[src/rtl/dp_exmpl_rtl_pkg.sv]
// Shared definitions for the design-example datapath, its controller and the bench.
// Default counter geometry, controller state codes, and the control-strobe bundle
// together with the helper that flags illegal strobe combinations.
package dp_exmpl_rtl_pkg;

  localparam int A_W_DEF  = 4;
  localparam int TAP2_DEF = 2;
  localparam int TAP3_DEF = 3;

  // Controller state codes; S_2 is 2'b11 so S_idle -> S_1 -> S_2 only ever flips one bit.
  typedef enum logic [1:0] {
    S_IDLE = 2'b00,
    S_1    = 2'b01,
    S_2    = 2'b11
  } ctrl_state_e;

  typedef struct packed {
    logic set_e;
    logic clr_e;
    logic set_f;
    logic clr_a_f;
    logic incr_a;
  } dp_ctl_t;

  // Strobe pairs that request contradictory updates in the same cycle.
  function automatic logic ctl_conflict(input dp_ctl_t c);
    return (c.set_e & c.clr_e) | (c.set_f & c.clr_a_f) | (c.incr_a & c.clr_a_f);
  endfunction

endpackage

[src/rtl/dp_exmpl_rtl_cnt.sv]
// cnt_rtl: W-bit counter with synchronous clear and increment, plus a registered
// one-cycle wrap pulse that follows an increment from all-ones back to zero.
// Ports:
//   i_clk, i_rst_n  clock, async active-low reset
//   i_clr           q <= 0 next edge (wins over i_inc)
//   i_inc           q <= q + 1 next edge (modulo 2^W)
//   o_q             counter value
//   o_wrap          high for one cycle after the all-ones -> 0 increment
module cnt_rtl #(
  parameter int W = 4
) (
  input  logic         i_clk,
  input  logic         i_rst_n,
  input  logic         i_clr,
  input  logic         i_inc,
  output logic [W-1:0] o_q,
  output logic         o_wrap
);

  logic [W-1:0] r_q;
  logic         r_wrap;
  logic         w_inc_eff;

  // A clear overrides the increment, so an overridden increment can never wrap.
  assign w_inc_eff = i_inc & ~i_clr;

  always_ff @(posedge i_clk or negedge i_rst_n) begin
    if (!i_rst_n) begin
      r_q    <= '0;
      r_wrap <= 1'b0;
    end else begin
      if (i_clr)          r_q <= '0;
      else if (w_inc_eff) r_q <= r_q + 1'b1;
      r_wrap <= w_inc_eff & (&r_q);
    end
  end

  assign o_q    = r_q;
  assign o_wrap = r_wrap;

endmodule

[src/rtl/dp_exmpl_rtl.sv]
// dp_exmpl_rtl: datapath beside the design-example controller. Consumes the control
// strobes, holds counter A and flags E/F, and returns the status bits the controller
// branches on. All outputs come straight from registers (no input-to-output path).
// Ports:
//   clk_i, rst_b_i                   clock, async active-low reset
//   set_E_i, clr_E_i                 E control (both or neither -> hold)
//   set_F_i, clr_A_F_i, incr_A_i     F / A control (clr_A_F_i has top priority)
//   A_o, E_o, F_o                    register state
//   A2_o, A3_o                       taps A[TAP2], A[TAP3]
//   wrap_o                           one-cycle pulse after A wraps via increment
//   done_o                           one-cycle pulse after F rises
//   err_o                            sticky conflicting-strobe flag, cleared by reset only
module dp_exmpl_rtl
  import dp_exmpl_rtl_pkg::*;
#(
  parameter int A_W  = A_W_DEF,
  parameter int TAP2 = TAP2_DEF,
  parameter int TAP3 = TAP3_DEF
) (
  input  logic           clk_i,
  input  logic           rst_b_i,
  input  logic           set_E_i,
  input  logic           clr_E_i,
  input  logic           set_F_i,
  input  logic           clr_A_F_i,
  input  logic           incr_A_i,
  output logic [A_W-1:0] A_o,
  output logic           E_o,
  output logic           F_o,
  output logic           A2_o,
  output logic           A3_o,
  output logic           wrap_o,
  output logic           done_o,
  output logic           err_o
);

  dp_ctl_t        w_ctl;
  logic [A_W-1:0] w_a;
  logic           w_wrap;
  logic           w_f_nxt;
  logic           r_e;
  logic           r_f;
  logic           r_done;
  logic           r_err;

  assign w_ctl = '{set_e:   set_E_i,
                   clr_e:   clr_E_i,
                   set_f:   set_F_i,
                   clr_a_f: clr_A_F_i,
                   incr_a:  incr_A_i};

  cnt_rtl #(.W(A_W)) u_cnt_a (
    .i_clk   (clk_i),
    .i_rst_n (rst_b_i),
    .i_clr   (w_ctl.clr_a_f),
    .i_inc   (w_ctl.incr_a),
    .o_q     (w_a),
    .o_wrap  (w_wrap)
  );

  always_comb begin
    w_f_nxt = r_f;
    if (w_ctl.clr_a_f)    w_f_nxt = 1'b0;
    else if (w_ctl.set_f) w_f_nxt = 1'b1;
  end

  always_ff @(posedge clk_i or negedge rst_b_i) begin
    if (!rst_b_i) begin
      r_e    <= 1'b0;
      r_f    <= 1'b0;
      r_done <= 1'b0;
      r_err  <= 1'b0;
    end else begin
      // Simultaneous set and clear of E is a conflict; hold rather than pick a winner.
      case ({w_ctl.set_e, w_ctl.clr_e})
        2'b10:   r_e <= 1'b1;
        2'b01:   r_e <= 1'b0;
        default: r_e <= r_e;
      endcase
      r_f    <= w_f_nxt;
      r_done <= w_f_nxt & ~r_f;
      r_err  <= r_err | ctl_conflict(w_ctl);
    end
  end

  assign A_o    = w_a;
  assign A2_o   = w_a[TAP2];
  assign A3_o   = w_a[TAP3];
  assign E_o    = r_e;
  assign F_o    = r_f;
  assign wrap_o = w_wrap;
  assign done_o = r_done;
  assign err_o  = r_err;

endmodule
[config.mk]
export PLATFORM = sky130hd
export DESIGN_NAME = dp_exmpl_rtl
export DESIGN_NICKNAME = d
export VERILOG_FILES = /design/src/rtl/dp_exmpl_rtl_pkg.sv /design/src/rtl/dp_exmpl_rtl_cnt.sv /design/src/rtl/dp_exmpl_rtl.sv
export SDC_FILE = /design/constraint.sdc
export NUM_CORES = 1
export LEC_CHECK = 0
export BUFFER_PORTS_ARGS = -buffer_cell sky130_fd_sc_hd__clkbuf_2
export CAP_MARGIN = 40
export CORE_AREA = 5 5 42 44
export DETAILED_ROUTE_END_ITERATION = 7
export DIE_AREA = 0 0 47 49
export PLACE_DENSITY = 0.68
export SYNTH_ARGS = -nofsm -noshare
export SYNTH_HDL_FRONTEND = slang
export SYNTH_HIERARCHICAL = 1
export SYNTH_SLANG_ARGS = --single-unit
[constraint.sdc]
create_clock -name clk_i -period 1.75 [get_ports clk_i]
set_clock_uncertainty 0.2 [all_clocks]
set_input_delay 0.0875 -clock clk_i [delete_from_list [all_inputs] [get_ports clk_i]]
set_output_delay 0.0875 -clock clk_i [all_outputs]
set_load 0.02 [all_outputs]
==> results of run 1 <==
sequential cells by signal, summed over array words and instances (netlist names):
name and cells:
E_o 1, F_o 1, done_o 1, err_o 1
u_cnt_a/o_q 4, u_cnt_a/o_wrap 1
cells in the final DEF, fill, tap and decap left out, types with 2 or more instances in the layout:
cell type      count
clkbuf_2          17
clkbuf_4           3
dfrtp_1            9
nor2_1             6
nand2_1            2
ha_1               3
dlygate4sd3_1      6
final timing paths:
path	start	to	slack, ps
max in group asynchronous	rst_b_i	u_cnt_a/o_q[2]	1140
hold / removal	rst_b_i	u_cnt_a/o_wrap	20
hold reg to reg	err_o	err_o	260
setup reg to reg	u_cnt_a/o_q[0]	u_cnt_a/o_q[2]	400
setup / recovery	clr_A_F_i	err_o	210
min in group clk_i	incr_A_i	u_cnt_a/o_wrap	40
worst max-delay path: cells and delay by family:
kind	cells	cell delay, ps
AOI/OAI and AO/OA	1	90
buffers and inverters	3	1250
and+or+nand+nor	1	50
metal layers:
| layer | share of wire [%] | routed length (µm) | vias up |
|---|---|---|---|
| met4 | 0 | 0 | 0 |
| met2 | 47 | 394 | 11 |
| met5 | 0 | 0 | - |
| li1 | - | - | 168 |
| met1 | 46 | 381 | 154 |
| met3 | 6.7 | 56 | 0 |
through the flow:
stage | worst slack (ps) | instance area, µm²
3_3_place_gp | 517 | 517
5_1_grt | 150 | 603
4_1_cts | 221 | 603
6_report | 211 | 603
2_1_floorplan | 443 | 438
3_5_place_dp | 445 | 517
layout make-up:
type / count / area [µm²] / share of cell area [%]
sequential: 9 / 225 / 37.3
clock buffer: 4 / 26.3 / 4.36
tap: 16 / 20.0 / 3.32
inverter: 1 / 3.75 / 0.622
multi-input combinational: 23 / 183 / 30.3
timing repair buffer: 23 / 145 / 24.1
cells by family (layout without fill, tap and decap cells):
kind of cell / count (synthesis) / after routing / synth area share [%]
simple gates: 13 / 13 / 19.7
flops: 9 / 9 / 51.4
compound gates: 4 / 4 / 5.71
buf+inv: 4 / 28 / 6.86
fa+ha+maj: 3 / 3 / 8.57
mux: 2 / 2 / 5.71
xor+xnor: 1 / 1 / 2.00
power by group through the flow:
stage | combinational, mW | clock, mW | sequential [mW]
2_1_floorplan | 0.0254 | 0 | 0.248
3_3_place_gp | 0.0655 | 0 | 0.234
3_5_place_dp | 0.0669 | 0 | 0.235
4_1_cts | 0.0779 | 0.161 | 0.231
5_1_grt | 0.0872 | 0.171 | 0.233
6_report | 0.0768 | 0.154 | 0.231
what timing repair did:
action,4_1_cts,5_1_grt
endpoints found under the hold margin,16,0
resized for setup,0,0
hold buffers,6,0
==> summary.md, run 1 <==
The initial utilization of the core area, before any placement, comes to 31.3%. CTS saw 9 sinks. The internal portion of the total power is 0.341 mW.

The detailed placer's ending HPWL was 645 µm. The switching power total was 0.122 mW. Walking the worst path, the cells encountered are dlygate4sd3_1 > clkbuf_2 > o21ai_1 > dlygate4sd3_1 > nand2_1. Master cell of the clock root buffer: clkbuf_4. The floorplan step set the die height to 49 µm.

The area share of the leading cell type in the synthesized netlist is 51.4%, and the filler-free cell count of the finished design is 76. The net switching share of the total power came out at 26.3%. Global routing used 8.77% of the available tracks across all layers.

For met2 alone, demand over resource in global routing was 12.0%. In the global route stage, met3 resource usage came out at 4.43%. In this run, distinct cell masters in the synthesized netlist total 19.

18 I/O pins were placed. Yosys instantiated no cell more often than dfrtp_1. The routed layout has 333 vias. The slowest cell on the critical path is dlygate4sd3_1. Via count of the first global-routing pass: 333. The horizontal die dimension was 47 µm; the total count of hold-check failures in the final report was 0. The post-route worst hold slack was 15.7 ps. The tools report the nature of the critical path startpoint as an input port. Largest net degree at the start of global routing: 10.

Counting the fill cells in the layout gives 148. For the fraction of power consumed by the clock network, the log shows 33.4%. For this run, design rule violations remaining after detail routing come to 0. In this run, the number of DRC markers left after iteration 0 of detailed routing was 8. At the worst endpoint, the arrival time is 1480 ps.

0 antenna diodes ended up in the layout. For the remaining antenna violation count after routing, the log shows 0. The global-route wire length before repair was 1430 µm; the post-detailed-route wirelength per cell was 11.0 µm. The busiest metal layer after global routing is met2. The met1 demand-to-capacity share in global routing is 11.2%, and the post-synthesis async set-or-reset flop share is 100%. The run finished with clean final reports. The run gives 0 as the number of slew-limit violations in the final report. Required time reported for the critical path endpoint: 1690 ps.

The run gives 2 as the length of the first detailed-routing pass in iterations. In this run, CTS created clock tree buffers numbering 3. By startpoint and endpoint, the worst setup path is classified as input port to flop. Summed over all layers, the routed wires come to 833 µm. After routing, the total negative slack on setup checks comes to 0 ps. For the pin with the worst max-slew slack, the measured transition is 223 ps. The largest stage delay on the critical path is 550 ps. Yosys attributes the largest share of cell area to dfrtp_1 (51%), ha_1 (8.6%), nor2_1 (5.1%). Power spread over the standard cell area amounts to 767 mW/mm². Summing the sequential cell areas from Yosys gives 51.4% of the chip area.

When the netlist entered floorplanning its net count stood at 46. Dividing the final minimum period by the clock period gives 87.9%. The die area is 0.00230 mm², and the normalized max-slew margin is 85.1%. For the H-tree depth reported by CTS, the log shows 1. STA classifies the critical path endpoint as a flop. The synthesized design contains 0 enable-type register cells. The clock passes through at most 2 buffers. The static leakage power came out at 0.314 nW.

Of the total power, registers draw 50.0%. The combinational group share of total power was 16.6%; the total design power was 0.462 mW. The number of warnings printed during yosys synthesis was 6. The global route total overflow was 0; the count of mapped cells out of synthesis was 36. The core region area is 0.00140 mm². The worst hold path class was input port to asynchronous set/reset pin. Setup violations remaining at the end of the flow were counted as 0.

The post-synthesis cell type with the largest combined area is dfrtp_1. The register bit total from synthesis works out to 9. The post-synthesis area per instance came out at 12.2 µm². Counting instances in the post-synthesis netlist gives the leading cell types as dfrtp_1 (9), nor2_1 (6), ha_1 (3). The worst-case reg-to-reg path depth is 3, and the post-CTS repair timing setup buffer count is 0. At the end of routability-driven placement, the weighted congestion stood at 0.717. Across the run, the number of max-cap violations was 0.

The number of placed instances, taps included, is 66. The number of antenna violations at the first check in global routing came out at 0. The run gives 0.650 GHz as the highest clock frequency the design can meet.

The utilization after layout is 43.0%, and the worst-skew pair later-pin latency is 250 ps. Setup repair after global routing left no endpoint under its margin. The flip-flop cell with the highest count after synthesis is dfrtp_1. Dividing the detail-routed via count by the number of cells gives 4.38. The count of buffers added on input and output ports is 17. The clock input transition at the sequential cells of the worst setup and hold paths is 60 ps, and the layout overhead on the synthesized area is 37.7%. After synthesis the cells add up to 438 µm². The tools report the peak supply drop as 0.000544 V.

The final period demand of the worst path works out to 1540 ps. The net count of the finished layout is 71. Most used cell along the critical path: dlygate4sd3_1.

The post-route netlist has 38.3% of its cells at a drive strength greater than 1. In this run the core area contains 14 standard-cell rows. TritonCTS built the clock tree. The largest fanout of any net on the critical path works out to 8.
Note: power is estimated with default switching activity, not from simulation.
==> run 2: changes to the inputs <==
==> constraint.sdc (replaced) <==
create_clock -name clk_i -period 1.75 [get_ports clk_i]
set_clock_uncertainty 0.2 [all_clocks]
set_input_delay 0.35 -clock clk_i [delete_from_list [all_inputs] [get_ports clk_i]]
set_output_delay 0.35 -clock clk_i [all_outputs]
set_load 0.02 [all_outputs]
==> run 2 against run 1 <==
Clock power about the same. Wire length decreased by 3.5%. Critical path depth decreased by 4. Cell area decreased by 8.3%. Hold slack improved by 130 ps. Sequential power about the same. Total power decreased by 1.7%. Maximum frequency increased by 4.6%. Cell count decreased by 6.6%. Combinational power decreased by 13%. Core utilization decreased by 3.6 points. Highest routed layer is now met4.
==> summary.md, run 2 (synthesis results as in run 1) <==
Setup repair after global routing left no endpoint under its margin. The slowest stage of the critical path is the dfrtp_1 cell. The die area was 0.00230 mm². The worst path uses 84.1% of the clock period. Global routing consumed, over all layers together, 8.52% of the routing resources. Global routing finished with a remaining overflow of 0.

The first TritonRoute pass finished after 2 iterations. The layout net count was 66; the peak supply drop was 0.000409 V. In this run the cell area measured after placement is 517 µm². The setup TNS was 0 ps; the initial core utilization was 31.3%. Number of slew-limit violations in the final report: 0. The cell family contributing the most delay on the critical path is flip-flops.

In this run the standard cell core region covers 0.00140 mm². The run gives 0 as the number of antenna violations at the first check in global routing. The routed layout has 305 vias. The remaining antenna violation count after routing was 0. The share of cells above drive strength 1 is 41.8%.

From synthesis to final layout, the design area changed by 26.3%. The count of buffer and inverter cells on the critical path was 1. Power spread over the standard cell area amounts to 822 mW/mm².

In the layout the commonest cells are clkbuf_2 (17), dfrtp_1 (9), nor2_1 (6), ha_1 (3), clkbuf_4 (3). For this run, design rule violations remaining after detail routing come to 0. The register with the most flip-flops in the layout has 4 of them. The vias per cell was 4.30. Worst hold path class: input port to flop. The worst setup path category was flop to output port. After routing the design area is 553 µm². Starting DRC count in detailed routing: 3. The via count of the first global-routing pass came out at 289. The total count of hold-check failures in the final report is 0, and the required time reported for the critical path endpoint is 1200 ps. The post-detailed-route wirelength per cell is 11.3 µm.

The tools report the master cell of the clock root buffer as clkbuf_4. The analysis attributes to cell leakage a power of 0.294 nW. Post-CTS timing repair inserted 0 buffers for setup.

The signal on the critical path passes through clkbuf_2. Counting along the longest clock path gives a buffer depth of 2. The tools report the kind of end point of the critical path as an output port.

The sequential power share is 50.9%, and the diode insertion count for antenna repair is 0. Nature of the critical path startpoint: a flop. For this design the top-level I/O count stands at 18. The flow ran to the end, and the final reports show no timing, DRC or antenna violations.

The clock sink count was 9. Max-cap violations in this run came to 0. Static timing analysis puts the maximum clock frequency at 0.680 GHz. TritonCTS built the clock tree. The first global-routing pass estimated 1350 µm of wire. Internal power comes to 0.333 mW. Horizontal die dimension: 47 µm. Measured against its own limit, the worst slew margin works out to 85.2%. The largest single stage delay on the critical path is 450 ps. The share of total power dissipated in the clock network is 34.4%. Combinational logic burns 14.7% of the power. The largest net degree at the start of global routing was 10. The tools report the H-tree depth reported by CTS as 1.

The die is 49 µm tall. The number of CTS-inserted buffers is 3. The slew at the pin closest to its max-slew limit was 221 ps; the final period demand of the worst path was 1470 ps. The detailed placer's ending HPWL is 647 µm, and the number of buffers added on ports is 17. Data arrives at the worst endpoint at 920 ps.

Summed over all layers, the routed wires come to 804 µm. Of all nets on the critical path, the largest fanout is 4. Setup violations remaining at the end of the flow were counted as 0.

At the end of routability-driven placement, the weighted congestion stood at 0.700. The run gives 14 as the number of rows in the core area. The net switching share of the total power came out at 26.7%. At the later pin of the worst-skew pair, clock insertion delay measures 250 ps.

The clock input transition at the sequential cells of the worst setup and hold paths is 60 ps. Leaving out fill and tap cells, the most frequent cell in the layout is clkbuf_2. For the switching power total, the log shows 0.121 mW.
## run 2: routing by layer
layer  track usage, %  up-vias  routed length (µm)  part of all wire, %
met3             2.58        2                  69                  8.6
met4             8.29        0                  10                  1.2
met5                0        -                   0                    0
li1                 -      159                   -                    -
met1             11.0      133                 367                   46
met2             10.4       11                 355                   44
## run 2: metrics by stage
stage          power, mW  setup slack [ps]  cells  util [%]  hold WS [ps]
6_report           0.454               279     71      39.5           143
5_1_grt            0.486               230     71      39.5           148
4_1_cts            0.465               254     71      39.5           133
3_5_place_dp       0.302               455     66      36.9          18.4
3_3_place_gp       0.299               482     66      36.9          15.8
2_1_floorplan      0.273               443     36         -          -146
## run 2: power groups by stage
stage / Combinational (mW) / Clock, mW / Sequential [mW]
finish: 0.0670 / 0.156 / 0.231
global route: 0.0780 / 0.175 / 0.233
floorplan: 0.0254 / 0 / 0.248
detailed placement: 0.0665 / 0 / 0.235
CTS: 0.0684 / 0.166 / 0.231
global placement: 0.0645 / 0 / 0.234
## run 2: final cells by class
cell class | instances | area, µm²
flip-flops and latches | 9 | 225
repair buffers | 18 | 95.1
multi-input cells | 23 | 183
fillers | 148 | 848
clock buffers | 4 | 26.3
inverters | 1 | 3.75
well taps | 16 | 20.0
## run 2: final timing paths
| path | startpoint | slack (ps) | cells past startpoint | to |
|---|---|---|---|---|
| min in group asynchronous | rst_b_i | 280 | 2 | u_cnt_a/o_q[0] |
| hold reg to reg | err_o | 260 | 2 | err_o |
| setup / recovery | u_cnt_a/o_q[0] | 280 | 1 | A_o[0] |
| hold / removal | set_F_i | 140 | 3 | err_o |
| max in group asynchronous | rst_b_i | 880 | 2 | u_cnt_a/o_q[3] |
| setup reg to reg | u_cnt_a/o_q[0] | 460 | 3 | u_cnt_a/o_q[1] |
## run 2: what timing repair did
item,in CTS,in global routing
resized for setup,0,0
endpoints found under the hold margin,9,0
setup endpoints to repair,0,0
hold buffers,1,0
==> run 3: changes to the inputs <==
- ABC_AREA: not set -> 1
- clock period: 1.75 -> 1.25 ns (I/O delays scaled with it)
==> run 3 against run 2 <==
The flow now finishes with violations (negative setup slack). Sequential cell count unchanged. Critical path depth stayed put. Total power rose by 48%. Sequential share of layout area down 6.4 points. Combinational power grew 93%. Critical endpoint is now A_o[2]. Clock-buffer cell count unchanged. Cell count is 21% higher. Die area did not move.
==> summary.md, run 3 <==
The flow ran to the end, but the final reports show violations. The final reports fail on negative setup slack. The family with the most delay on the worst path is flip-flops.

The library cells used most frequently in the layout, excluding fill and tap cells, are nand2_1 (10), dfrtp_1 (9), clkbuf_2 (8), nor2_1 (7), buf_6 (6). Synthesis produced 44 cells. Setup violations remaining at the end of the flow were counted as 10. In this run the clock root is driven by a clkbuf_4. The post-detailed-route wirelength per cell came out at 12.4 µm. At the worst endpoint, the required time is 800 ps.

The static leakage power came out at 0.334 nW. The count of buffer and inverter cells on the critical path works out to 1. Leaving out fill and tap cells, the most frequent cell in the layout is nand2_1. TritonCTS built the clock tree.

The tools report the detailed placer's ending HPWL as 649 µm. The global-route wire length before repair is 1680 µm, and the largest net degree at the start of global routing is 10. For the length of the first detailed-routing pass in iterations, the log shows 4. The run gives 0 as the number of slew-limit violations in the final report.

From bottom edge to top edge, the die measures 49 µm. The logs give 46.9% for the utilization after layout and 0.671 mW for the total design power. For this design the ratio of total power to cell area is 1020 mW/mm². The run gives 0.711 as the weighted congestion reported at the end of routability-driven placement.

The largest total area in the synthesized netlist belongs to dfrtp_1. Slowest cell on the critical path: dfrtp_1. Setup repair after global routing could not meet its margin everywhere. Counting the buffers created by CTS gives 3.

For this run, the top clock speed supported by timing is 0.772 GHz. The clock drives 9 sinks. The register with the most flip-flops in the layout has 4 of them.

Measured against the total synthesized area, the mux share comes to 0%. The first routing iteration left 28 violations. The share of cells above drive strength 1 was 42.9%. The worst setup path is captured at an output port.

Number of distinct standard cells referenced by the synthesized netlist: 13. The commonest cells after synthesis are nand2_1 (10), dfrtp_1 (9), nor2_1 (7). The largest fanout of any net on the critical path was 4. From left edge to right edge, the die measures 47 µm. Traced cell by cell, the critical path runs through clkbuf_8.

Of the available clock period, the critical path in the final layout requires 104%. The share of the yosys chip area belonging to registers is 54.5%, and the setup TNS is -278 ps. The die covers 0.00230 mm². Clock-pin slew was measured on the worst setup and hold paths at 70 ps. The largest single stage delay on the critical path is 420 ps.

Summing over every cut layer, the via total after detailed routing is 405. For this run, asynchronously set or reset flops after synthesis account for 100%. Dominant combinational cell family by area after synthesis: simple AND/OR/NAND/NOR gates.

The later pin in the worst-skew pair is clocked with a latency of 260 ps. For this run, the number of Yosys warnings is 6. The detail route stage leaves a number of antenna-violating nets equal to 0. Synthesis produced a netlist with a net count of 54. By startpoint and endpoint, the worst setup path is classified as flop to output port. The peak supply drop was 0.000445 V. The largest buffer count on any clock path was 2. The share of synthesized area in the top cell type comes to 54.5%. Synthesis inferred 9 register bits. The I/O pin count came out at 18. The tightest hold path in the finished design has a slack of 4.23 ps.

The via count of the first global-routing pass was 368; the global route total overflow was 0. Number of remaining DRC errors: 0. The tools report the layout net count as 81. The post-detailed-routing wire length was 1070 µm. In the synthesized netlist the dominant register cell turns out to be dfrtp_1. The core region area was 0.00140 mm². Dividing the synthesized area by the synthesized cell count gives 9.38 µm².

The share of the synthesized area in compound gates (AO/OA/AOI/OAI) was 6.06%; the slew at the pin closest to its max-slew limit was 237 ps. Relative to the synthesized area, the layout overhead comes to 59.1%. Of the total synthesized cell area, the portion taken by XOR and XNOR cells is 0%. The vias per cell came out at 4.71.

For the number of violations of the max-capacitance limit, the log shows 0. Yosys instantiated no cell more often than nand2_1. In this run, synthesis inferred 0 flip-flops with an integrated enable. The summed instance area of the synthesized netlist was 413 µm². For flop-to-flop paths, the worst setup slack is -20 ps.

Number of buffers added on ports: 17. At the worst endpoint, the arrival time is 850 ps. The total count of hold-check failures in the final report was 0. Summing the areas of all fa, ha and maj instances in the mapped netlist gives 9.09% of the synthesized area.

The run gives 10.3% as the overall routing resource usage. Sorting the synthesized cells by area gives the leading types as dfrtp_1 (55%), ha_1 (9.1%), nand2_1 (9.1%). The worst setup path is launched from a flop. The final setup slack of the worst path came out at -45.8 ps. The worst pin sits at a relative slew slack of 84.1%. Worst hold path class: input port to flop. The run gives 0 as the number of antenna violations at the first check in global routing. The initialized floorplan defines 14 standard-cell rows. After Yosys synthesis, and, or, nand and nor cells account for 23.9% of the synthesized area. The logs give 1 for the H-tree depth reported by CTS and 29.5% for the initial core utilization. The final period demand of the worst path is 1300 ps, and the diode insertion count for antenna repair is 0.
==> run 3: where the power goes <==
part           total, mW  internal, mW  leakage [nW]  switching (mW)
clock network      0.225         0.123        0.0150           0.102
registers          0.317         0.306         0.114          0.0115
logic              0.129        0.0634         0.204          0.0655
==> run 3: layer usage <==
layer	up-vias	global-route usage [%]	part of all wire, %
li1	188	-	-
met1	183	12.6	40
met2	27	15.4	48
met3	7	2.58	7.0
met4	0	6.91	4.5
met5	-	0	0
==> run 3: cells by family (layout without fill, tap and decap cells) <==
| group | after synthesis | count (layout) |
|---|---|---|
| compound gates | 5 | 5 |
| fa+ha+maj | 3 | 3 |
| buf+inv | 5 | 31 |
| flops | 9 | 9 |
| simple gates | 22 | 22 |
==> run 3: metrics by stage <==
step / cells / worst slack (ps) / cell area [µm²]
after detailed placement: 75 / 83.9 / 503
final: 86 / -45.8 / 657
after floorplan: 44 / 7.24 / 413
after global routing: 86 / -74.1 / 657
after CTS: 86 / -52.2 / 622
after global placement: 75 / 91.2 / 503
==> run 3: what timing repair did <==
item / 4_1_cts / 5_1_grt
hold endpoints to repair: 9 / 0
hold buffers: 1 / 0
resized for setup: 10 / 16
setup buffers: 6 / 0
gates cloned: 0 / 0
endpoints found under the setup margin: 7 / 12
==> run 3: worst paths after layout <==
kind                            cells after the start            from             end
worst max register to register                      5  u_cnt_a/o_q[0]  u_cnt_a/o_q[2]
worst min register to register                      2           err_o           err_o
worst max-delay path                                1  u_cnt_a/o_q[2]          A_o[2]
min in group asynchronous                           2         rst_b_i  u_cnt_a/o_q[3]
max in group asynchronous                           2         rst_b_i           err_o
worst min-delay path                                2       clr_A_F_i             F_o
==> run 3: cell type report <==
| cell class | instances | area (µm²) |
|---|---|---|
| well taps | 16 | 20.0 |
| fillers | 144 | 744 |
| flip-flops and latches | 9 | 225 |
| inverters | 3 | 11.3 |
| multi-input cells | 30 | 164 |
| clock buffers | 4 | 26.3 |
| repair buffers | 24 | 210 |
